`src/rtl/microseq_control_unit.sv`:
```
`timescale 1ns/1ps
// Microsequenced fetch/decode/execute controller for the shared-bus datapath.
// Optional ALU watchdog: define ALU_TIMEOUT_EN (adds ALU_TIMEOUT, alu_timeout).

module microseq_control_unit #(
  parameter int DATA_W    = 16,
  parameter int ADDR_W    = 10,
  parameter int REG_SEL_W = 3,
  parameter int MEM_WAIT  = 1
`ifdef ALU_TIMEOUT_EN
  ,
  parameter int ALU_TIMEOUT = 64
`endif
) (
  input  logic                 clk,
  input  logic                 rst,
  input  logic [DATA_W-1:0]    instruction,
  input  logic [3:0]           flags,
  input  logic                 alu_done,
  output logic                 pc_inc,
  output logic                 jump_en,
  output logic [DATA_W-1:0]    jump_addr,
  output logic                 flag_write_en,
  output logic [REG_SEL_W-1:0] reg_s_in,
  output logic [REG_SEL_W-1:0] reg_s_out,
  output logic                 reg_write_en,
  output logic                 reg_out_en,
  output logic                 mem_read,
  output logic                 mem_write,
  output logic [1:0]           mem_addr_src,
  output logic [4:0]           alu_op,
  output logic                 start,
  output logic                 alu_src_b_imm,
  output logic                 alu_out_en,
  output logic                 ir_load,
  output logic                 halted,
  output logic                 illegal_op
`ifdef ALU_TIMEOUT_EN
  ,
  output logic                 alu_timeout
`endif
);

  localparam logic [5:0] OP_LOAD  = 6'b000001;
  localparam logic [5:0] OP_STORE = 6'b000010;
  localparam logic [5:0] OP_ADD   = 6'b000011;
  localparam logic [5:0] OP_SUB   = 6'b000100;
  localparam logic [5:0] OP_MUL   = 6'b000101;
  localparam logic [5:0] OP_DIV   = 6'b000110;
  localparam logic [5:0] OP_MOD   = 6'b000111;
  localparam logic [5:0] OP_MOV   = 6'b010000;
  localparam logic [5:0] OP_CMP   = 6'b010001;
  localparam logic [5:0] OP_JMP   = 6'b100000;
  localparam logic [5:0] OP_BRN   = 6'b100001;
  localparam logic [5:0] OP_BRC   = 6'b100010;
  localparam logic [5:0] OP_BRZ   = 6'b100011;
  localparam logic [5:0] OP_BRV   = 6'b100100;
  localparam logic [5:0] OP_BRNZ  = 6'b100101;
  localparam logic [5:0] OP_HLT   = 6'b111111;

  localparam int WC_W = (MEM_WAIT > 1) ? $clog2(MEM_WAIT) : 1;

  typedef enum logic [3:0] {
    S_F_WAIT,
    S_F_LOAD,
    S_DECODE,
    S_O_RD,
    S_O_USE,
    S_STORE,
    S_EXEC,
    S_LAUNCH,
    S_ALU_WAIT,
    S_MOV,
    S_CMP,
    S_BRANCH,
    S_HALT
  } state_t;

  state_t state, state_nxt;

  logic [WC_W-1:0]      wait_cnt, wait_nxt;
  logic                 wait_last;
  logic                 set_illegal;
  logic [5:0]           opcode;
  logic [REG_SEL_W-1:0] target_reg;
  logic [4:0]           mdo_op;
  logic                 br_take;
  logic                 f_z, f_n, f_c, f_v;

  assign opcode     = instruction[DATA_W-1:DATA_W-6];
  assign target_reg = REG_SEL_W'(instruction[DATA_W-7:DATA_W-8])
                    + REG_SEL_W'(1);
  assign wait_last  = (wait_cnt == WC_W'(MEM_WAIT - 1));
  assign {f_z, f_n, f_c, f_v} = flags;

`ifdef ALU_TIMEOUT_EN
  localparam int TC_W = $clog2(ALU_TIMEOUT + 1);

  logic [TC_W-1:0] tmo_cnt;
  logic            tmo_last;
  logic            tmo_set;

  assign tmo_last = (tmo_cnt == TC_W'(ALU_TIMEOUT - 1));

  always_ff @(posedge clk or posedge rst) begin
    if (rst) begin
      tmo_cnt     <= '0;
      alu_timeout <= 1'b0;
    end else begin
      if (state == S_LAUNCH)
        tmo_cnt <= '0;
      else if (state == S_ALU_WAIT)
        tmo_cnt <= tmo_cnt + TC_W'(1);
      if (tmo_set)
        alu_timeout <= 1'b1;
    end
  end
`endif

  always_comb begin
    unique case (opcode)
      OP_MUL:  mdo_op = 5'd7;
      OP_DIV:  mdo_op = 5'd2;
      default: mdo_op = 5'd5;
    endcase
  end

  always_comb begin
    br_take = 1'b0;
    unique case (1'b1)
      (opcode == OP_JMP):  br_take = 1'b1;
      (opcode == OP_BRN):  br_take = f_n;
      (opcode == OP_BRC):  br_take = f_c;
      (opcode == OP_BRZ):  br_take = f_z;
      (opcode == OP_BRV):  br_take = f_v;
      (opcode == OP_BRNZ): br_take = ~f_z;
      default:             br_take = 1'b0;
    endcase
  end

  always_ff @(posedge clk or posedge rst) begin
    if (rst) begin
      state      <= S_F_WAIT;
      wait_cnt   <= '0;
      illegal_op <= 1'b0;
    end else begin
      state    <= state_nxt;
      wait_cnt <= wait_nxt;
      if (set_illegal)
        illegal_op <= 1'b1;
    end
  end

  always_comb begin
    state_nxt     = state;
    wait_nxt      = '0;
    set_illegal   = 1'b0;
    pc_inc        = 1'b0;
    jump_en       = 1'b0;
    jump_addr     = '0;
    flag_write_en = 1'b0;
    reg_s_in      = '0;
    reg_s_out     = '0;
    reg_write_en  = 1'b0;
    reg_out_en    = 1'b0;
    mem_read      = 1'b0;
    mem_write     = 1'b0;
    mem_addr_src  = 2'd0;
    alu_op        = 5'd0;
    start         = 1'b0;
    alu_src_b_imm = 1'b0;
    alu_out_en    = 1'b0;
    ir_load       = 1'b0;
    halted        = 1'b0;
`ifdef ALU_TIMEOUT_EN
    tmo_set       = 1'b0;
`endif
    unique case (state)
      S_F_WAIT: begin
        mem_read = 1'b1;
        if (wait_last) state_nxt = S_F_LOAD;
        else           wait_nxt  = wait_cnt + WC_W'(1);
      end
      S_F_LOAD: begin
        mem_read  = 1'b1;
        ir_load   = 1'b1;
        pc_inc    = 1'b1;
        state_nxt = S_DECODE;
      end
      S_DECODE: begin
        unique case (opcode)
          OP_LOAD, OP_ADD, OP_SUB,
          OP_MUL, OP_DIV, OP_MOD: state_nxt = S_O_RD;
          OP_STORE:               state_nxt = S_STORE;
          OP_MOV:                 state_nxt = S_MOV;
          OP_CMP:                 state_nxt = S_CMP;
          OP_JMP, OP_BRN, OP_BRC,
          OP_BRZ, OP_BRV, OP_BRNZ: state_nxt = S_BRANCH;
          OP_HLT:                 state_nxt = S_HALT;
          default: begin
            set_illegal = 1'b1;
            state_nxt   = S_F_WAIT;
          end
        endcase
      end
      S_O_RD: begin
        mem_read     = 1'b1;
        mem_addr_src = 2'd1;
        if (!wait_last)
          wait_nxt = wait_cnt + WC_W'(1);
        else if (opcode == OP_LOAD)
          state_nxt = S_O_USE;
        else if (opcode == OP_ADD || opcode == OP_SUB)
          state_nxt = S_EXEC;
        else
          state_nxt = S_LAUNCH;
      end
      S_O_USE: begin
        mem_read     = 1'b1;
        mem_addr_src = 2'd1;
        reg_write_en = 1'b1;
        reg_s_in     = target_reg;
        state_nxt    = S_F_WAIT;
      end
      S_STORE: begin
        mem_addr_src = 2'd1;
        reg_s_out    = target_reg;
        reg_out_en   = 1'b1;
        mem_write    = 1'b1;
        state_nxt    = S_F_WAIT;
      end
      S_EXEC: begin
        alu_op        = (opcode == OP_SUB) ? 5'd14 : 5'd10;
        alu_out_en    = 1'b1;
        reg_write_en  = 1'b1;
        reg_s_in      = target_reg;
        flag_write_en = 1'b1;
        state_nxt     = S_F_WAIT;
      end
      S_LAUNCH: begin
        alu_op    = mdo_op;
        start     = 1'b1;
        state_nxt = S_ALU_WAIT;
      end
      S_ALU_WAIT: begin
        alu_op = mdo_op;
        if (alu_done) begin
          alu_out_en    = 1'b1;
          reg_write_en  = 1'b1;
          reg_s_in      = target_reg;
          flag_write_en = 1'b1;
          state_nxt     = S_F_WAIT;
        end
`ifdef ALU_TIMEOUT_EN
        else if (tmo_last) begin
          tmo_set   = 1'b1;
          state_nxt = S_F_WAIT;
        end
`endif
      end
      S_MOV: begin
        alu_src_b_imm = 1'b1;
        alu_op        = 5'd6;
        alu_out_en    = 1'b1;
        reg_write_en  = 1'b1;
        reg_s_in      = target_reg;
        state_nxt     = S_F_WAIT;
      end
      S_CMP: begin
        alu_src_b_imm = 1'b1;
        alu_op        = 5'd17;
        flag_write_en = 1'b1;
        state_nxt     = S_F_WAIT;
      end
      S_BRANCH: begin
        jump_en   = br_take;
        jump_addr = DATA_W'(instruction[ADDR_W-1:0]);
        state_nxt = S_F_WAIT;
      end
      S_HALT: begin
        halted = 1'b1;
      end
      default: state_nxt = S_F_WAIT;
    endcase
  end

endmodule

```
`config.mk`:
```
export PLATFORM = sky130hd
export DESIGN_NAME = microseq_control_unit
export DESIGN_NICKNAME = d
export VERILOG_FILES = /design/src/rtl/microseq_control_unit.sv
export SDC_FILE = /design/constraint.sdc
export NUM_CORES = 1
export LEC_CHECK = 0
export CORE_UTILIZATION = 60
export CTS_CLUSTER_DIAMETER = 40
export CTS_CLUSTER_SIZE = 16
export DETAILED_ROUTE_END_ITERATION = 8
export DONT_BUFFER_PORTS = 1
export PLACE_DENSITY = 0.87
export SYNTH_ARGS = -nofsm -noshare
export SYNTH_HDL_FRONTEND = slang
export SYNTH_SLANG_ARGS = --single-unit
export TNS_END_PERCENT = 1
```
`constraint.sdc`:
```
create_clock -name clk -period 4.6 [get_ports clk]
set_input_delay 0.92 -clock clk [delete_from_list [all_inputs] [get_ports clk]]
set_output_delay 0.92 -clock clk [all_outputs]
set_load 0.005 [all_outputs]
```
==> impl_results.rst, run 1 <==
.. list-table::
   :header-rows: 1

   * - Metric
     - Value
   * - Outcome
     - finished, final reports clean
   * - CTS H-tree lvls
     - 1
   * - # rows
     - 13
   * - Number of violations of the max-capacitance limit
     - 0
   * - Gr ovfl total
     - 0
   * - Sequential element share of the synthesized area
     - 13.44%
   * - Maximum resistive drop on vdd
     - 0.1726 mV
   * - Largest clock skew in the final design
     - 0.005145 ns
   * - Total CTS buffers
     - 3
   * - Number of top-level pins
     - 65
   * - # port buffers
     - 0
   * - Count of pins over their slew limit
     - 0
   * - Die area
     - 0.001713 sq mm
   * - HPWL after DPL
     - 1.697 mm
   * - Post-DRT Antenna Nets
     - 0
   * - Primary FF master, synth
     - sky130_fd_sc_hd__dfrtp_1
   * - Ordered cell list for the critical path
     - or4b_4 -> or3_4 -> nor2_1 -> a211o_1
   * - Wire length per cell
     - 15.00 um
   * - Count of different cell masters after synthesis
     - 44
   * - Hold-fix buffers, CTS
     - 0
   * - Crit path launch type
     - primary input
   * - Max incr delay on CP
     - 0.53 ns
   * - Die Y-Extent
     - 41.39 um
   * - Syn. warnings
     - 0
   * - Combinational family with the most area after synthesis
     - simple AND/OR/NAND/NOR gates
   * - Initial standard-cell utilization of the core
     - 68.13%
   * - Setup repair after global routing missed its margin
     - no
   * - Clk buf depth
     - 2
   * - Largest area contributor in the netlist
     - sky130_fd_sc_hd__dfrtp_1
   * - Total routed wirelength
     - 2.175 mm
   * - Data arrival time of the critical path
     - 2.04 ns
   * - Critical path class
     - in2out
   * - Area added between synthesis and finish
     - -5.242%
   * - Class of the tightest hold or removal check
     - in2async
   * - Number of optimization iterations in the first detailed-route pass
     - 4
   * - First-pass GRT wire length
     - 2.973 mm
   * - TritonCTS clock tree
     - built
   * - Cell with the largest stage delay on the worst path
     - sky130_fd_sc_hd__or4b_4
   * - Worst slew margin
     - 65.49%
   * - Yosys top cell area share
     - 13.44%
   * - GR Util All Layers
     - 26.08%
   * - Part of the cycle the worst path needs
     - 64.42%
   * - Post-synthesis compound-gate area fraction
     - 25.81%
   * - Power per unit of standard cell area
     - 428.3 mW/mm^2
   * - Number of enable flip-flop cells after synthesis
     - 0
   * - Worst Tran Pin Value
     - 0.5157 ns
   * - Cell count after synthesis
     - 141
   * - Tmin final
     - 2.963 ns
   * - Net count, final
     - 155
   * - Share of the core filled with cells
     - 64.56%
   * - Root buffer selected by CTS
     - sky130_fd_sc_hd__clkbuf_4
   * - TNS Setup
     - 0 ns
   * - Post-Layout Cell Count
     - 145
   * - Latest clock arrival within the worst-skew pair
     - 0.24 ns
   * - Vias after detailed routing
     - 939
   * - Number of global-route vias before repair
     - 725
   * - Final number of hold-violating endpoints
     - 0
   * - Adder-cell share of the synthesized area
     - 1.344%
   * - Met1 global-route usage
     - 33.33%
   * - Die outline width
     - 41.39 um
   * - Cell area after technology mapping
     - 930.9 sq um
   * - Highest clock frequency the design can meet
     - 337.5 MHz
   * - Clock slew at reported path FFs
     - 0.05 ns
   * - Leakage power summed over all cells
     - 0.0003462 uW
   * - Largest net degree at the start of global routing
     - 17
   * - Post-synthesis share of cell area spent on xor and xnor gates
     - 0.9409%
   * - Placed cells
     - 141
   * - Synth Area in Simple Gates
     - 41.40%
   * - Met3 capacity usage during global routing
     - 3.723%
   * - CP Max Fanout
     - 7
   * - Number of buffers inserted by post-CTS setup repair
     - 0
   * - Mean area per synthesized cell
     - 6.602 sq um
   * - Detailed router's first-iteration violation count
     - 36
   * - Mux cell area share after synthesis
     - 2.151%
   * - GP Congestion
     - 0.8029
   * - Share of final-layout standard cells stronger than drive strength 1
     - 5.385%
   * - Leading post-synthesis cells by cell area
     - sky130_fd_sc_hd__dfrtp_1, sky130_fd_sc_hd__and2_1, sky130_fd_sc_hd__buf_4
   * - Per-cell via count in the routed design
     - 6.476
   * - Routing usage on met2
     - 45.31%
   * - Critical Path RT
     - 3.68 ns
   * - Layer with the highest usage after global routing
     - met2
   * - Area of the core
     - 0.001366 sq mm
   * - Post-CTS resize count
     - 0
   * - Number of synthesized register bits
     - 5
   * - Post-route DRC
     - 0
   * - Async set-or-reset flop fraction in the synthesized netlist
     - 100.0%
   * - Critical Path End Type
     - output port
   * - Clock Sink Count
     - 5
   * - Final setup violation count
     - 0
   * - Number of antenna violations at the first check in global routing
     - 0
   * - Ant. Diodes
     - 0
[stage by stage]
step	setup slack [ns]	cell area [sq um]	hold slack, ns	power, uW
after floorplan	1.615	953.4	0.4510	310.2
after global placement	1.644	855.8	0.4759	320.0
after detailed placement	1.632	855.8	0.4785	323.4
after CTS	1.630	882.1	0.4549	375.5
after global routing	1.579	882.1	0.4588	417.0
final	1.637	882.1	0.4502	377.8
[layer usage]
layer / up-vias / share of wire (%)
met5: - / 0
met4: 0 / 0.78
met3: 4 / 8.1
met2: 61 / 49
met1: 414 / 42
li1: 460 / -
[sequential cells by signal, indices dropped and copies added (netlist names)]
register and flops:
illegal_op 1, state 4
[layout make-up]
type	instances	area, sq um
fillers	127	484.2
multi-input cells	116	693.2
flip-flops and latches	5	125.1
clock buffers	4	26.28
inverters	5	18.77
well taps	15	18.77
[layout by cell type, fill, tap and decap left out, drive strengths merged, types with 2 or more instances in the layout]
master	count
nor2	18
and2	14
nand2	10
a21oi	8
conb	7
o21ai	7
nand2b	5
inv	5
dfrtp	5
nor3	4
nand3	4
or3	4
clkbuf	4
o31ai	3
nor2b	3
a211o	2
o211ai	2
o22ai	2
a211oi	2
mux2i	2
[cell usage after synthesis, types with 4 or more instances]
library cell	instances
sky130_fd_sc_hd__nand2_1	10
sky130_fd_sc_hd__a21oi_1	8
sky130_fd_sc_hd__clkbuf_1	10
sky130_fd_sc_hd__inv_1	5
sky130_fd_sc_hd__dfrtp_1	5
sky130_fd_sc_hd__buf_4	10
sky130_fd_sc_hd__nand3_1	4
sky130_fd_sc_hd__nor3_1	4
sky130_fd_sc_hd__nor2_1	17
sky130_fd_sc_hd__nand2b_1	5
sky130_fd_sc_hd__o21ai_0	4
sky130_fd_sc_hd__and2_1	14
[power by group]
part           internal (uW)  switching (uW)  leakage [uW]  total [uW]
Clock                   32.8            18.6     0.0000150        51.5
Combinational           83.0             132      0.000271         215
Sequential              61.7            50.0     0.0000606         112
[kinds of logic (layout without fill, tap and decap cells)]
| family | after synthesis | count (layout) |
|---|---|---|
| simple gates | 70 | 70 |
| compound gates | 35 | 35 |
| buf+inv | 26 | 9 |
| flops | 5 | 5 |
| mux | 2 | 2 |
| fa+ha+maj | 1 | 1 |
| other cells | 1 | 7 |
| xor+xnor | 1 | 1 |
[worst max-delay path: cells and delay by family]
kind / cells / cell delay [ns]
compound gates: 1 / 0.12
simple gates: 3 / 0.99
[path summary, 6_finish.rpt]
path                                      start          to  slack, ns  depth (start not counted)
worst min register to register       illegal_op  illegal_op       0.49                          1
worst max register to register         state[0]    state[1]       3.12                          3
min in group clk                     illegal_op  illegal_op       0.49                          1
worst max-delay path            instruction[13]   alu_op[2]       1.64                          4
max in group asynchronous                   rst    state[2]       3.98                          1
worst min-delay path                        rst    state[1]       0.45                          1
No activity file was read; power rests on OpenSTA's default activity.
==> run 2: changes to the inputs <==
==> constraint.sdc (replaced) <==
create_clock -name clk -period 2.9 [get_ports clk]
set_input_delay 0.58 -clock clk [delete_from_list [all_inputs] [get_ports clk]]
set_output_delay 0.58 -clock clk [all_outputs]
set_load 0.005 [all_outputs]
==> results of run 2 <==
Same layout as run 1 (identical final DEF). Status: finished, final reports clean.
Among the figures that moved: final weighted congestion in routability-driven placement 0.8029 -> 0.8030; setup slack after placement 1.632 ns -> 0.6123 ns; setup slack after layout 1.637 ns -> 0.4515 ns; hold slack 0.4502 ns -> 0.1102 ns; start point of the critical path instruction[13] -> state[0]; end point of the critical path alu_op[2] -> jump_en; register-to-register setup slack 3.12 ns -> 1.42 ns; total power 377.8 uW -> 599.3 uW; worst IR drop on VDD 0.1726 mV -> 0.2737 mV
